==> src/rtl/mem_port_arbiter.sv <==
`default_nettype none
// ============================================================================
//  Module   : mem_port_arbiter
//  Purpose  : Shares one data-memory port between the instruction-fetch
//             requester (IF) and the load/store unit (LSU). One transaction
//             is outstanding at a time, sequenced by an IDLE/REQ/WAIT/ERR
//             FSM. LSU has fixed priority, limited by a streak guard so a
//             waiting IF is not starved. LSU addresses are range/alignment
//             checked, and a stalled memory is aborted after a timeout.
//  Ports    :
//    clock, reset                 clock, synchronous active-high reset
//    if_req_i / if_addr_i         fetch request and byte address
//    if_gnt_o / if_rvalid_o       fetch accept pulse / response pulse
//    if_rdata_o / if_err_o        fetch read data / error flag
//    lsu_req_i / lsu_we_i         LSU request / store (1) or load (0)
//    lsu_addr_i / lsu_wdata_i     LSU byte address / store data
//    lsu_gnt_o / lsu_rvalid_o     LSU accept pulse / response pulse
//    lsu_rdata_o / lsu_err_o      LSU read data / error flag
//    mem_req_o / mem_we_o         memory request / write enable
//    mem_addr_o / mem_wdata_o     memory address / write data
//    mem_gnt_i / mem_rvalid_i     memory accept / response valid
//    mem_rdata_i                  memory read data
//  Revision : 1.0 - initial release
// ============================================================================
module mem_port_arbiter #(
  parameter int unsigned MAX_LSU_STREAK = 4,
  parameter int unsigned TIMEOUT_CYCLES = 16,
  parameter logic [31:0] DMEM_LO        = 32'd512,
  parameter logic [31:0] DMEM_HI        = 32'd8704
) (
  input  logic        clock,
  input  logic        reset,
  // instruction fetch
  input  logic        if_req_i,
  input  logic [31:0] if_addr_i,
  output logic        if_gnt_o,
  output logic        if_rvalid_o,
  output logic [31:0] if_rdata_o,
  output logic        if_err_o,
  // load/store unit
  input  logic        lsu_req_i,
  input  logic        lsu_we_i,
  input  logic [31:0] lsu_addr_i,
  input  logic [31:0] lsu_wdata_i,
  output logic        lsu_gnt_o,
  output logic        lsu_rvalid_o,
  output logic [31:0] lsu_rdata_o,
  output logic        lsu_err_o,
  // memory port
  output logic        mem_req_o,
  output logic        mem_we_o,
  output logic [31:0] mem_addr_o,
  output logic [31:0] mem_wdata_o,
  input  logic        mem_gnt_i,
  input  logic        mem_rvalid_i,
  input  logic [31:0] mem_rdata_i
);

  typedef enum logic [1:0] {
    S_IDLE = 2'd0,
    S_REQ  = 2'd1,
    S_WAIT = 2'd2,
    S_ERR  = 2'd3
  } state_e;

  localparam int unsigned c_STREAK_W = $clog2(MAX_LSU_STREAK + 1);
  localparam int unsigned c_TMO_W    = $clog2(TIMEOUT_CYCLES) + 1;
  localparam logic [c_STREAK_W-1:0] c_STREAK_MAX = c_STREAK_W'(MAX_LSU_STREAK);
  localparam logic [c_TMO_W-1:0]    c_TMO_LAST   = c_TMO_W'(TIMEOUT_CYCLES - 1);

  state_e                state_q, state_d;
  logic                  owner_lsu_q, owner_lsu_d;
  logic [31:0]           addr_q, addr_d;
  logic                  we_q, we_d;
  logic [31:0]           wdata_q, wdata_d;
  logic [c_STREAK_W-1:0] streak_q, streak_d;
  logic [c_TMO_W-1:0]    tmo_q, tmo_d;

  // Owner-independent response, routed to the owning requester below.
  logic        w_gnt;
  logic        w_rvalid;
  logic        w_err;
  logic [31:0] w_rdata;
  logic        w_mem_req;

  logic        w_lsu_wins;
  logic        w_lsu_legal;
  logic        w_if_legal;

  // LSU keeps priority until it has won MAX_LSU_STREAK times in a row
  // against a waiting IF.
  assign w_lsu_wins  = lsu_req_i && !(if_req_i && (streak_q == c_STREAK_MAX));
  assign w_lsu_legal = (lsu_addr_i[1:0] == 2'b00) &&
                       (lsu_addr_i >= DMEM_LO) && (lsu_addr_i <= DMEM_HI);
  assign w_if_legal  = (if_addr_i[1:0] == 2'b00);

  always_comb begin
    state_d     = state_q;
    owner_lsu_d = owner_lsu_q;
    addr_d      = addr_q;
    we_d        = we_q;
    wdata_d     = wdata_q;
    streak_d    = streak_q;
    w_gnt       = 1'b0;
    w_rvalid    = 1'b0;
    w_err       = 1'b0;
    w_rdata     = 32'd0;
    w_mem_req   = 1'b0;

    case (state_q)
      S_IDLE: begin
        if (if_req_i || lsu_req_i) begin
          if (w_lsu_wins) begin
            owner_lsu_d = 1'b1;
            addr_d      = lsu_addr_i;
            we_d        = lsu_we_i;
            wdata_d     = lsu_wdata_i;
            if (!if_req_i) begin
              streak_d = '0;
            end else if (streak_q != c_STREAK_MAX) begin
              streak_d = streak_q + 1'b1;
            end
            state_d = w_lsu_legal ? S_REQ : S_ERR;
          end else begin
            owner_lsu_d = 1'b0;
            addr_d      = if_addr_i;
            we_d        = 1'b0;
            wdata_d     = 32'd0;
            streak_d    = '0;
            state_d     = w_if_legal ? S_REQ : S_ERR;
          end
        end
      end

      S_REQ: begin
        w_mem_req = 1'b1;
        // An accept on the last allowed cycle still wins over the timeout.
        if (mem_gnt_i) begin
          w_gnt   = 1'b1;
          state_d = S_WAIT;
        end else if (tmo_q == c_TMO_LAST) begin
          state_d = S_ERR;
        end
      end

      S_WAIT: begin
        if (mem_rvalid_i) begin
          w_rvalid = 1'b1;
          w_rdata  = mem_rdata_i;
          state_d  = S_IDLE;
        end else if (tmo_q == c_TMO_LAST) begin
          state_d = S_ERR;
        end
      end

      S_ERR: begin
        w_gnt    = 1'b1;
        w_rvalid = 1'b1;
        w_err    = 1'b1;
        state_d  = S_IDLE;
      end

      default: begin
        state_d = S_IDLE;
      end
    endcase

    // The counter restarts on every state entry, so each of REQ and WAIT
    // gets its own full budget.
    if (state_d != state_q) begin
      tmo_d = '0;
    end else if ((state_q == S_REQ) || (state_q == S_WAIT)) begin
      tmo_d = tmo_q + 1'b1;
    end else begin
      tmo_d = '0;
    end
  end

  always_ff @(posedge clock) begin
    if (reset) begin
      state_q     <= S_IDLE;
      owner_lsu_q <= 1'b0;
      addr_q      <= 32'd0;
      we_q        <= 1'b0;
      wdata_q     <= 32'd0;
      streak_q    <= '0;
      tmo_q       <= '0;
    end else begin
      state_q     <= state_d;
      owner_lsu_q <= owner_lsu_d;
      addr_q      <= addr_d;
      we_q        <= we_d;
      wdata_q     <= wdata_d;
      streak_q    <= streak_d;
      tmo_q       <= tmo_d;
    end
  end

  // Outputs are forced low while reset is high so that a response arriving
  // in the reset cycle never reaches the requester.
  assign if_gnt_o     = !reset && !owner_lsu_q && w_gnt;
  assign if_rvalid_o  = !reset && !owner_lsu_q && w_rvalid;
  assign if_err_o     = !reset && !owner_lsu_q && w_err;
  assign if_rdata_o   = (!reset && !owner_lsu_q) ? w_rdata : 32'd0;

  assign lsu_gnt_o    = !reset && owner_lsu_q && w_gnt;
  assign lsu_rvalid_o = !reset && owner_lsu_q && w_rvalid;
  assign lsu_err_o    = !reset && owner_lsu_q && w_err;
  assign lsu_rdata_o  = (!reset && owner_lsu_q) ? w_rdata : 32'd0;

  assign mem_req_o    = !reset && w_mem_req;
  assign mem_we_o     = !reset && w_mem_req && we_q;
  assign mem_addr_o   = (!reset && w_mem_req) ? addr_q  : 32'd0;
  assign mem_wdata_o  = (!reset && w_mem_req) ? wdata_q : 32'd0;

endmodule
`default_nettype wire

==> config.mk <==
export PLATFORM = sky130hd
export DESIGN_NAME = mem_port_arbiter
export DESIGN_NICKNAME = d
export VERILOG_FILES = /design/src/rtl/mem_port_arbiter.sv
export SDC_FILE = /design/constraint.sdc
export NUM_CORES = 1
export LEC_CHECK = 0
export ABC_AREA = 1
export CAP_MARGIN = 20
export CELL_PAD_IN_SITES_DETAIL_PLACEMENT = 0
export CELL_PAD_IN_SITES_GLOBAL_PLACEMENT = 1
export CORE_AREA = 2 2 106 108
export CTS_CLUSTER_DIAMETER = 120
export CTS_CLUSTER_SIZE = 40
export DETAILED_ROUTE_END_ITERATION = 12
export DIE_AREA = 0 0 108 110
export DONT_BUFFER_PORTS = 1
export PLACE_DENSITY_LB_ADDON = 0.08
export SLEW_MARGIN = 20
export SYNTH_ARGS = -nofsm -noshare
export SYNTH_HDL_FRONTEND = slang
export SYNTH_SLANG_ARGS = --single-unit
==> constraint.sdc <==
create_clock -name clock -period 2.8 [get_ports clock]
set_clock_uncertainty 0.1 [all_clocks]
set_input_delay 0.7 -clock clock [delete_from_list [all_inputs] [get_ports clock]]
set_output_delay 0.7 -clock clock [all_outputs]
set_load 0.03 [all_outputs]
==> flow_summary.ini <==
[timing]
worstMarginPinSlew_ps = 437
setup_viol = 0
fmax_ghz = 0.384
final.setup.worst_slack_ps = 199
maxSlewHeadroom_pct = 70.9
rsz0062_at_grt = no
whs_ps = 321
period_minus_slack_ps = 2600
hold_viol_final = 0
post-route-period-util_pct = 92.9
drv_slew = 0

[worst_setup_path]
critPathRequiredTime_ps = 2000
end_kind = output pin
start_kind = register
path_cells = inv_2 -> ha_1 -> clkinv_1 -> nor2_2 -> clkinv_1 -> buf_6 -> nor2_2 -> buf_4
crit_type = register to output pin
cp_slowest_stage_delay_ps = 370
arrival_ps = 1800
slowest_stage = dfxtp_1
worstPathMaxFanout = 34

[clocking]
htree_levels = 3
cts_tree = yes
clkTransAtPathRegs_ps = 80
cts_buffers = 9
clk_path_buf_depth = 2
cts.sink_count = 76
cts-root-buf = clkbuf_8
insertion_delay_ps = 340

[floorplan]
placementRows = 38
die_y_um = 110
io_pins = 271
dieArea_mm2 = 0.0119
coreArea_mm2 = 0.0107
die_w_um = 108
start_util_pct = 41.1

[logic_synthesis]
synth-edff-count = 0
ys_seq_area_share_pct = 34.6
synth.cell_area_mm2 = 0.00439
syn_area_per_cell_um2 = 6.24
ys_seq_elements = 76
synth.top_cell.area_share_pct = 34.6
synth.area.top_cells = dfxtp_1 (35%), inv_1 (10%), nand2_1 (9.9%)
syn_nets = 847
yosysWarnings = 0
postSynthCellCount = 704
ys.flop_type = dfxtp_1
synthDistinctLibCells = 29
synthArstFlopShare_pct = 0
yosys.area.top_type = dfxtp_1

[run]
drv_cap = 0

[cells_and_area]
drive_above_1_share_pct = 21.2
final_core_util_pct = 53.3
final_cell_mix = buf_4 (140), inv_1 (117), nand2_1 (115)
final_common_cell = buf_4
syn_to_final_growth_pct = 29.8
nets = 953
n_antenna_cell = 0

[place]
place.gp.congestion = 0.833
place_ws_ps = 387
port_buffers = 0
place_hpwl_um = 10400

[routing]
avgViaCountPerCell = 5.02
drt_wl_total_um = 14000
drt-initial-drc-count = 351
avgRoutedWirePerCell_um = 14.7
drt-pass1-iter-count = 5
drc = 0
vias = 4797
antenna_left = 0

[global_route]
first_global_vias = 4252
grt_overflow = 0
grt_pass1_wl_um = 20900
grtUsageTotal_pct = 22.4
grt_start_max_net_pins = 97
grt_antenna_before_repair = 1

[power]
p_leak_uw = 0.00277
peakVddDrop_v = 0.000349
powerDensity_mw_per_mm2 = 565

[min_path]
worstHoldPathType = input pin to register

[status]
status = finished, final reports clean
[synthesized netlist by cell type, drive strengths merged (2+ instances only)]
cell type	count
nand2	119
clkinv	4
xor2	2
o21ai	41
or2	2
nor2	102
nor3	64
ha	8
o211ai	32
dfxtp	76
clkbuf	27
nand3	67
inv	119
buf	22
a21oi	12
[registers in the layout, indices dropped and copies added, names as in the netlist]
register     cells
addr_q          32
owner_lsu_q      1
state_q          2
streak_q         3
tmo_q            5
wdata_q         32
we_q             1
[final cells by class]
type,count,area [um^2]
clock inverters,3,45.0
multi-input cells,456,2210
flip-flops and latches,76,1520
inverters,123,464
fillers,1118,5000
well taps,140,175
repair buffers,144,1120
clock buffers,13,159
[worst max-delay path: cells and delay by family (launching register included)]
family	cells	cell delay, ps
flops	1	370
fa+ha+maj	1	170
buf+inv	5	650
simple gates	2	260
[through the flow]
stage	TNS, ps	instance area (um^2)	power, uW	cells
finish	0	5700	3220	955
global placement	0	5490	2370	939
global route	0	5700	3450	955
floorplan	-2180	4400	2120	704
CTS	0	5690	3250	955
detailed placement	0	5490	2390	939
[worst paths after layout]
path,from,to,slack (ps),cells after the start
min,reset,we_q,320,1
max,state_q[1],mem_we_o,200,8
min reg2reg,tmo_q[0],tmo_q[0],350,1
max reg2reg,state_q[1],addr_q[9],620,9
[per-layer routing]
layer | GRT usage [%] | part of all wire [%] | vias up
met4 | 8.70 | 2.9 | 2
met2 | 38.5 | 48 | 203
li1 | - | - | 2432
met3 | 8.23 | 9.8 | 26
met5 | 0 | 0.11 | -
met1 | 25.4 | 39 | 2134
[logic make-up after synthesis]
logic type	count (synthesis)	synth area share, %
simple gates	356	34.9
xor+xnor	3	0.598
fa+ha+maj	8	2.28
flops	76	34.6
buf+inv	172	15.4
compound gates	89	12.2
[timing repair]
item                                    CTS  global route
hold buffers                              0             0
endpoints found under the setup margin    0            34
setup buffers                             0             0
resized for setup                         0             5
[report_power, final]
group / total (uW) / internal [uW] / leakage (uW) / switching [uW]
Sequential: 1330 / 1250 / 0.000625 / 77.3
Clock: 854 / 462 / 0.0000959 / 392
Combinational: 1040 / 326 / 0.00205 / 717
Total: 3220 / 2040 / 0.00277 / 1190
(Power assumes the default switching activity.)
